`config.mk`:
```
export PLATFORM = sky130hd
export DESIGN_NAME = dh_sched
export DESIGN_NICKNAME = d
export VERILOG_FILES = /design/src/rtl/dh_pkg.sv /design/src/rtl/rr_arbiter.sv /design/src/rtl/dh_sched.sv
export SDC_FILE = /design/constraint.sdc
export NUM_CORES = 1
export LEC_CHECK = 0
export BUFFER_PORTS_ARGS = -buffer_cell sky130_fd_sc_hd__buf_2
export CAP_MARGIN = 20
export CORE_MARGIN = 2
export CORE_UTILIZATION = 40
export CTS_CLUSTER_SIZE = 30
export DETAILED_ROUTE_END_ITERATION = 10
export PLACE_DENSITY = 0.68
export SLEW_MARGIN = 20
export SYNTH_ARGS = -nofsm -noshare
export SYNTH_HDL_FRONTEND = slang
export SYNTH_SLANG_ARGS = --single-unit
```
`constraint.sdc`:
```
create_clock -name clk -period 6.72 [get_ports clk]
set_clock_uncertainty 0.2 [all_clocks]
set_input_delay 0.672 -clock clk [delete_from_list [all_inputs] [get_ports clk]]
set_output_delay 0.672 -clock clk [all_outputs]
set_load 0.05 [all_outputs]
```
`src/rtl/dh_pkg.sv`:
```
// Shared definitions for the Dh_cal request scheduler.
//   DH_TAPS    : complex taps summed per Dh job
//   dh_state_t : scheduler FSM state encoding
//   id_w()     : width of a requester id for a given requester count
package dh_pkg;

    localparam int DH_TAPS = 8;

    typedef enum logic [2:0] {
        ST_IDLE     = 3'd0,
        ST_FETCH    = 3'd1,
        ST_DRAIN    = 3'd2,
        ST_WAIT_RES = 3'd3,
        ST_DONE     = 3'd4
    } dh_state_t;

    function automatic int id_w(input int n);
        return (n > 1) ? $clog2(n) : 1;
    endfunction

endpackage

```
`src/rtl/rr_arbiter.sv`:
```
// Combinational round-robin pick: first set bit of req searching upward
// from (ptr+1) mod NUM_REQ.
//   req      : request vector
//   ptr      : id of the last winner
//   grant    : one-hot winner (all zero when no request)
//   grant_id : binary id of the winner
//   found    : at least one request is set
module rr_arbiter
    import dh_pkg::*;
#(
    parameter int NUM_REQ = 4,
    localparam int ID_W = id_w(NUM_REQ)
) (
    input  logic [NUM_REQ-1:0] req,
    input  logic [ID_W-1:0]    ptr,
    output logic [NUM_REQ-1:0] grant,
    output logic [ID_W-1:0]    grant_id,
    output logic               found
);

    logic [ID_W-1:0] idx;

    always_comb begin
        grant    = '0;
        grant_id = '0;
        found    = 1'b0;
        idx      = '0;
        // i runs 1..NUM_REQ so the previous winner is checked last
        for (int i = 1; i <= NUM_REQ; i++) begin
            idx = ID_W'((int'(ptr) + i) % NUM_REQ);
            if (!found && req[idx]) begin
                found     = 1'b1;
                grant_id  = idx;
                grant[idx] = 1'b1;
            end
        end
    end

endmodule

```
`src/rtl/dh_sched.sv`:
```
// Round-robin scheduler sharing one Dh_cal accumulator between NUM_REQ
// requesters. Grants one requester, streams its 8 coefficients from the
// channel RAM into Dh_cal, and returns the tagged result (or a timeout error).
//   clk, rst           : clock, asynchronous active-low reset
//   req, req_base      : level requests and per-requester base addresses
//   ack                : one-hot single-cycle grant
//   mem_rd_en/mem_addr : RAM read port, data returns next cycle on mem_rdata_*
//   dh_en, dh_in_*     : sample stream into Dh_cal
//   dh_out, dh_result_valid : Dh_cal result
//   res_valid/id/data/err   : tagged result strobe
//   busy               : scheduler not idle
module dh_sched
    import dh_pkg::*;
#(
    parameter int Q       = 8,
    parameter int N       = 16,
    parameter int NUM_REQ = 4,
    parameter int ADDR_W  = 8,
    parameter int TIMEOUT = 31,
    localparam int ID_W   = id_w(NUM_REQ)
) (
    input  logic                      clk,
    input  logic                      rst,
    input  logic [NUM_REQ-1:0]        req,
    input  logic [NUM_REQ*ADDR_W-1:0] req_base,
    output logic [NUM_REQ-1:0]        ack,
    output logic                      mem_rd_en,
    output logic [ADDR_W-1:0]         mem_addr,
    input  logic [N-1:0]              mem_rdata_real,
    input  logic [N-1:0]              mem_rdata_im,
    output logic                      dh_en,
    output logic [N-1:0]              dh_in_real,
    output logic [N-1:0]              dh_in_im,
    input  logic [N-1:0]              dh_out,
    input  logic                      dh_result_valid,
    output logic                      res_valid,
    output logic [ID_W-1:0]           res_id,
    output logic [N-1:0]              res_data,
    output logic                      res_err,
    output logic                      busy
);

    localparam int CNT_W = $clog2(DH_TAPS);
    localparam int WD_W  = $clog2(TIMEOUT + 1);

    // Q is only consumed by Dh_cal; sanity-check the parameter set here
    if (NUM_REQ < 2 || NUM_REQ > 8 || Q >= N) begin : g_param_check
        $error("dh_sched: unsupported parameter set");
    end

    dh_state_t                        state;
    logic [ID_W-1:0]                  ptr;
    logic [ID_W-1:0]                  id;
    logic [CNT_W-1:0]                 cnt;
    logic [WD_W-1:0]                  wd;
    logic [N-1:0]                     hold_real, hold_im;
    logic [NUM_REQ-1:0][ADDR_W-1:0]   base_arr;
    logic [NUM_REQ-1:0]               grant;
    logic [ID_W-1:0]                  grant_id;
    logic                             found;

    assign base_arr = req_base;

    rr_arbiter #(.NUM_REQ(NUM_REQ)) u_arb (
        .req      (req),
        .ptr      (ptr),
        .grant    (grant),
        .grant_id (grant_id),
        .found    (found)
    );

    // Grant is decided in the same cycle the request is seen in IDLE;
    // gated by rst so every output reads 0 while reset is held.
    assign ack  = (state == ST_IDLE && rst) ? grant : '0;
    assign busy = (state != ST_IDLE);

    always_ff @(posedge clk or negedge rst) begin
        if (!rst) begin
            state     <= ST_IDLE;
            ptr       <= ID_W'(NUM_REQ - 1);
            id        <= '0;
            cnt       <= '0;
            wd        <= '0;
            mem_rd_en <= 1'b0;
            mem_addr  <= '0;
            res_valid <= 1'b0;
            res_id    <= '0;
            res_data  <= '0;
            res_err   <= 1'b0;
        end else begin
            res_valid <= 1'b0;
            res_err   <= 1'b0;
            case (state)
                ST_IDLE: begin
                    if (found) begin
                        ptr       <= grant_id;
                        id        <= grant_id;
                        mem_rd_en <= 1'b1;
                        mem_addr  <= base_arr[grant_id];
                        cnt       <= '0;
                        state     <= ST_FETCH;
                    end
                end
                ST_FETCH: begin
                    if (cnt == CNT_W'(DH_TAPS - 1)) begin
                        mem_rd_en <= 1'b0;
                        state     <= ST_DRAIN;
                    end else begin
                        cnt      <= cnt + CNT_W'(1);
                        mem_addr <= mem_addr + ADDR_W'(1);  // wraps mod 2^ADDR_W
                    end
                end
                ST_DRAIN: begin
                    wd    <= '0;
                    state <= ST_WAIT_RES;
                end
                ST_WAIT_RES: begin
                    if (dh_result_valid) begin
                        res_valid <= 1'b1;
                        res_id    <= id;
                        res_data  <= dh_out;
                        state     <= ST_DONE;
                    end else if (wd == WD_W'(TIMEOUT)) begin
                        res_valid <= 1'b1;
                        res_id    <= id;
                        res_data  <= '0;
                        res_err   <= 1'b1;
                        state     <= ST_DONE;
                    end else begin
                        wd <= wd + WD_W'(1);
                    end
                end
                ST_DONE:  state <= ST_IDLE;
                default:  state <= ST_IDLE;
            endcase
        end
    end

    // RAM data arrives one cycle after the read strobe, so the delayed strobe
    // lines up with it and the data passes straight through to Dh_cal.
    always_ff @(posedge clk or negedge rst) begin
        if (!rst) begin
            dh_en     <= 1'b0;
            hold_real <= '0;
            hold_im   <= '0;
        end else begin
            dh_en     <= mem_rd_en;
            hold_real <= dh_in_real;
            hold_im   <= dh_in_im;
        end
    end

    assign dh_in_real = dh_en ? mem_rdata_real : hold_real;
    assign dh_in_im   = dh_en ? mem_rdata_im   : hold_im;

endmodule

```
==> qor_table.md <==
| Group | Metric | This run |
|---|---|---|
| run status | Outcome | finished clean |
| timing | Slew margin rel. | 41.2% |
| cts | Clock buffer count from CTS | 9 |
| logic synthesis | Post-synthesis sequential element count | 77 |
| critical path | Slowest library cell on the worst path | dfstp_2 |
| cts | Clock tree from TritonCTS | built |
| timing | Hold Slack | 128 ps |
| logic synthesis | Syn. warnings | 0 |
| logic synthesis | Portion of the post-synthesis area used by sequential elements | 48.4% |
| grt | Aggregate global routing overflow | 0 |
| floorplan | # rows | 36 |
| floorplan | Number of top-level pins | 154 |
| critical path | Register-to-register setup slack | 2720 ps |
| pwr | Total leakage power | 0.00242 uW |
| drt | Pre-antenna DRT Iters | 5 |
| floorplan | Die Y-Extent | 104 um |
| critical path | Crit path largest cell delay | 780 ps |
| drt | Detailed-route wire length per cell | 14.9 um |
| cts | Maximum count of clock buffers along a single path | 2 |
| drt | Antenna-violating nets left | 0 |
| final layout | Post-layout net count | 614 |
| cts | CTS Root Cell | clkbuf_8 |
| critical path | Critical path startpoint | ptr[0]$_DFFE_PN1P_ |
| floorplan | Die outline width | 104 um |
| drt | Detailed-route vias per instance | 5.22 |
| hold path | Worst hold-check path type | input pin to asynchronous set/reset pin |
| critical path | Chain of cells forming the critical path | inv_1 > ha_1 > mux4_2 > or2_4 > nor3_1 > a221oi_1 > nor2_1 > buf_2 |
| grt | Overall global routing resource usage | 18.2% |
| timing | Final count of negative-setup-slack endpoints | 0 |
| place | Final GP Congestion | 0.886 |
| drt | DRT iter0 DRCs | 137 |
| critical path | Crit path max fanout | 19 |
| cts | Buffers inserted by post-CTS timing repair | 0 |
| critical path | CP Data Arrival Time | 3600 ps |
| critical path | Worst R2R End | mem_addr[7]$_DFFE_PN0P_ |
| place | Number of buffers inserted by port buffering | 153 |
| critical path | Data required time of the worst path | 5850 ps |
| logic synthesis | Dominant synthesized flop cell | dfrtp_1 |
| flow run | Max-capacitance violation count | 0 |
| critical path | Reg2reg start | ptr[0]$_DFFE_PN1P_ |
| cts | Count of hold-fix buffers inserted at cts | 0 |
| critical path | End point of the critical path | ack[0] |
| critical path | Buffers plus inverters on the worst setup path | 2 |
| grt | Maximum number of pins on one net before global-route repair | 49 |
| timing | Final number of max-transition violations | 0 |
| timing | Transition at the pin with the smallest max-transition slack | 880 ps |
| pwr | Worst IR drop on VDD | 0.000288 V |
| cts | Later-pin clock latency in the skew report | 340 ps |
| logic synthesis | Number of synthesized flops with an enable pin | 0 |
| place | Half-perimeter wire length after placement | 7400 um |
| final layout | Area delta synth->final | 25.2% |
| timing | Setup repair after global routing missed its margin | false |
| logic synthesis | Share of async-settable or async-resettable flops after synthesis | 100% |
| critical path | Critical path capture point type | primary output |
| critical path | Logic depth of the worst register-to-register path | 8 |
| grt | Global-route wire length before repair | 16000 um |
| cts | Clock-pin slew on the worst setup and hold paths | 80 ps |
| final layout | Non-filler instance count after layout | 652 |
| place | Cell count after placement | 636 |
| timing | Highest Clock Rate | 224 MHz |
| floorplan | Core Area | 9730 um^2 |
| drt | Via count | 3401 |
| timing | Share of the cycle needed by the critical path after routing | 66.6% |
| timing | Final Hold Fails | 0 |
| logic synthesis | Total standard cell area after synthesis | 3990 um^2 |
| timing | Crit path time final | 4470 ps |
| pwr | Power density over the cells | 536 nW/um^2 |
| drt | DRC violation count after routing | 0 |
| timing | Smallest setup slack after layout | 2250 ps |
| timing | Setup_tns | 0 ps |
| final layout | Fraction of final layout cells sized beyond drive strength 1 | 42.0% |
| place | Worst setup timing slack at the placement stage | 2630 ps |
| logic synthesis | Cells after Synth | 370 |
| logic synthesis | Yosys cell types | 53 |
| grt | Vias in the first global route | 3271 |
| cts | # resized after CTS | 0 |
| grt | Number of antenna violations at the first check in global routing | 0 |
| floorplan | Die outline area | 10800 um^2 |
| critical path | WP depth | 8 |
| floorplan | Initial cell density of the core | 41.0% |
| logic synthesis | Post-Syn Nets | 470 |
| logic synthesis | Average instance area after synthesis | 10.8 um^2 |
| cts | Number of levels the H-tree was split into | 3 |
| cts | CTS sink cnt | 77 |
| critical path | Classification of the worst setup path | flip-flop to primary output |
| drt | Total Wirelength | 9720 um |
| critical path | Top cell family by delay on the critical path | flip-flops |
| final layout | Diode count | 0 |
| critical path | Critical path startpoint category | flip-flop |
## power by group
part	total (uW)	leakage (uW)	switching, uW	internal (uW)
Sequential	777	0.000921	142	635
Combinational	1600	0.00141	1080	519
Clock	300	0.0000901	157	143
## layout by cell type, fill, tap and decap left out, types with 3 or more instances in the layout
master	synthesis	final
inv_1	11	11
mux4_2	4	4
nor2_1	23	23
o22ai_1	4	4
a221oi_1	6	6
clkbuf_8	0	10
nand3_1	12	12
buf_2	7	152
a22o_1	18	18
nand2_1	29	29
nor3b_1	3	3
o21ai_0	22	21
mux2_2	33	33
o21a_1	3	3
a211oi_1	4	4
a31oi_1	3	3
nor2b_1	7	7
and3_1	6	6
dfrtp_1	75	74
clkinv_2	0	3
a22oi_1	5	5
or3_1	6	6
a21oi_1	17	17
buf_4	2	3
nor3_1	11	11
ha_1	13	13
## state kept, by name, summed over array words and instances (netlist names)
register and flops:
ptr 2, state 3, res_data 16, wd 5, mem_rd_en 1, dh_en 1
hold_real 16, res_id 2, hold_im 16, mem_addr 8, res_valid 1, res_err 1
id 2, cnt 3
## layout make-up
| cell class | instances | area, um^2 |
|---|---|---|
| timing repair buffer | 155 | 783 |
| fill | 900 | 4740 |
| multi-input combinational | 260 | 1900 |
| inverter | 11 | 41.3 |
| clock buffer | 12 | 145 |
| tap | 133 | 166 |
| sequential | 77 | 1930 |
| clock inverter | 4 | 23.8 |
## metrics by stage
stage	area [um^2]	total power [uW]	util (%)
floorplan	3990	2060	-
global placement	4820	2350	49.6
detailed placement	4820	2390	49.6
CTS	4990	2700	51.3
global route	4990	2880	51.3
finish	4990	2670	51.3
## cells in the mapped netlist, types with 6 or more instances
| master | count | share of area, % |
|---|---|---|
| dfrtp_1 | 75 | 47 |
| mux2_2 | 33 | 9.3 |
| nand2_1 | 29 | 2.7 |
| nor2_1 | 23 | 2.2 |
| o21ai_0 | 22 | 2.8 |
| a22o_1 | 18 | 4.0 |
| a21oi_1 | 17 | 2.1 |
| ha_1 | 13 | 4.1 |
| nand3_1 | 12 | 1.5 |
| inv_1 | 11 | 1.0 |
| nor3_1 | 11 | 1.4 |
| clkbuf_1 | 8 | 0.75 |
| buf_2 | 7 | 0.88 |
| nor2b_1 | 7 | 1.1 |
| a221oi_1 | 6 | 1.3 |
| and3_1 | 6 | 0.94 |
| or3_1 | 6 | 0.94 |
## worst register-to-register path, cell delays in order, from the launching register on
cell,delay [ps]
dfstp_2,780
inv_1,280
ha_1,460
mux4_2,340
nor2b_1,560
nor3_2,240
nor2_1,370
mux2_2,390
a211o_1,290
## worst min-delay path by stage
stage / start / cells after the start / endpoint / slack, ps
floorplan: rst / 0 / cnt[0]$_DFFE_PN0P_ / 180
global placement: mem_rd_en$_DFFE_PN0P_ / 0 / dh_en$_DFF_PN0_ / 220
detailed placement: mem_rd_en$_DFFE_PN0P_ / 0 / dh_en$_DFF_PN0_ / 230
CTS: rst / 1 / hold_im[12]$_DFF_PN0_ / 130
global route: rst / 1 / hold_im[9]$_DFF_PN0_ / 160
finish: rst / 1 / hold_im[12]$_DFF_PN0_ / 130
## logic make-up after synthesis
kind of cell,share of synthesized area [%]
xor gates and xnor gates,0.220
AOI/OAI and AO/OA,18.4
buffers and inverters,3.89
adders and majority gates,4.08
and+or+nand+nor,13.0
muxes,12.1
DFF,48.4
## routing by layer
| metal | GRT usage [%] | part of all wire [%] |
|---|---|---|
| met5 | 0 | 0 |
| met4 | 7.14 | 1.7 |
| met3 | 5.16 | 7.9 |
| met2 | 29.0 | 46 |
| met1 | 23.4 | 45 |
(Power assumes the default switching activity.)
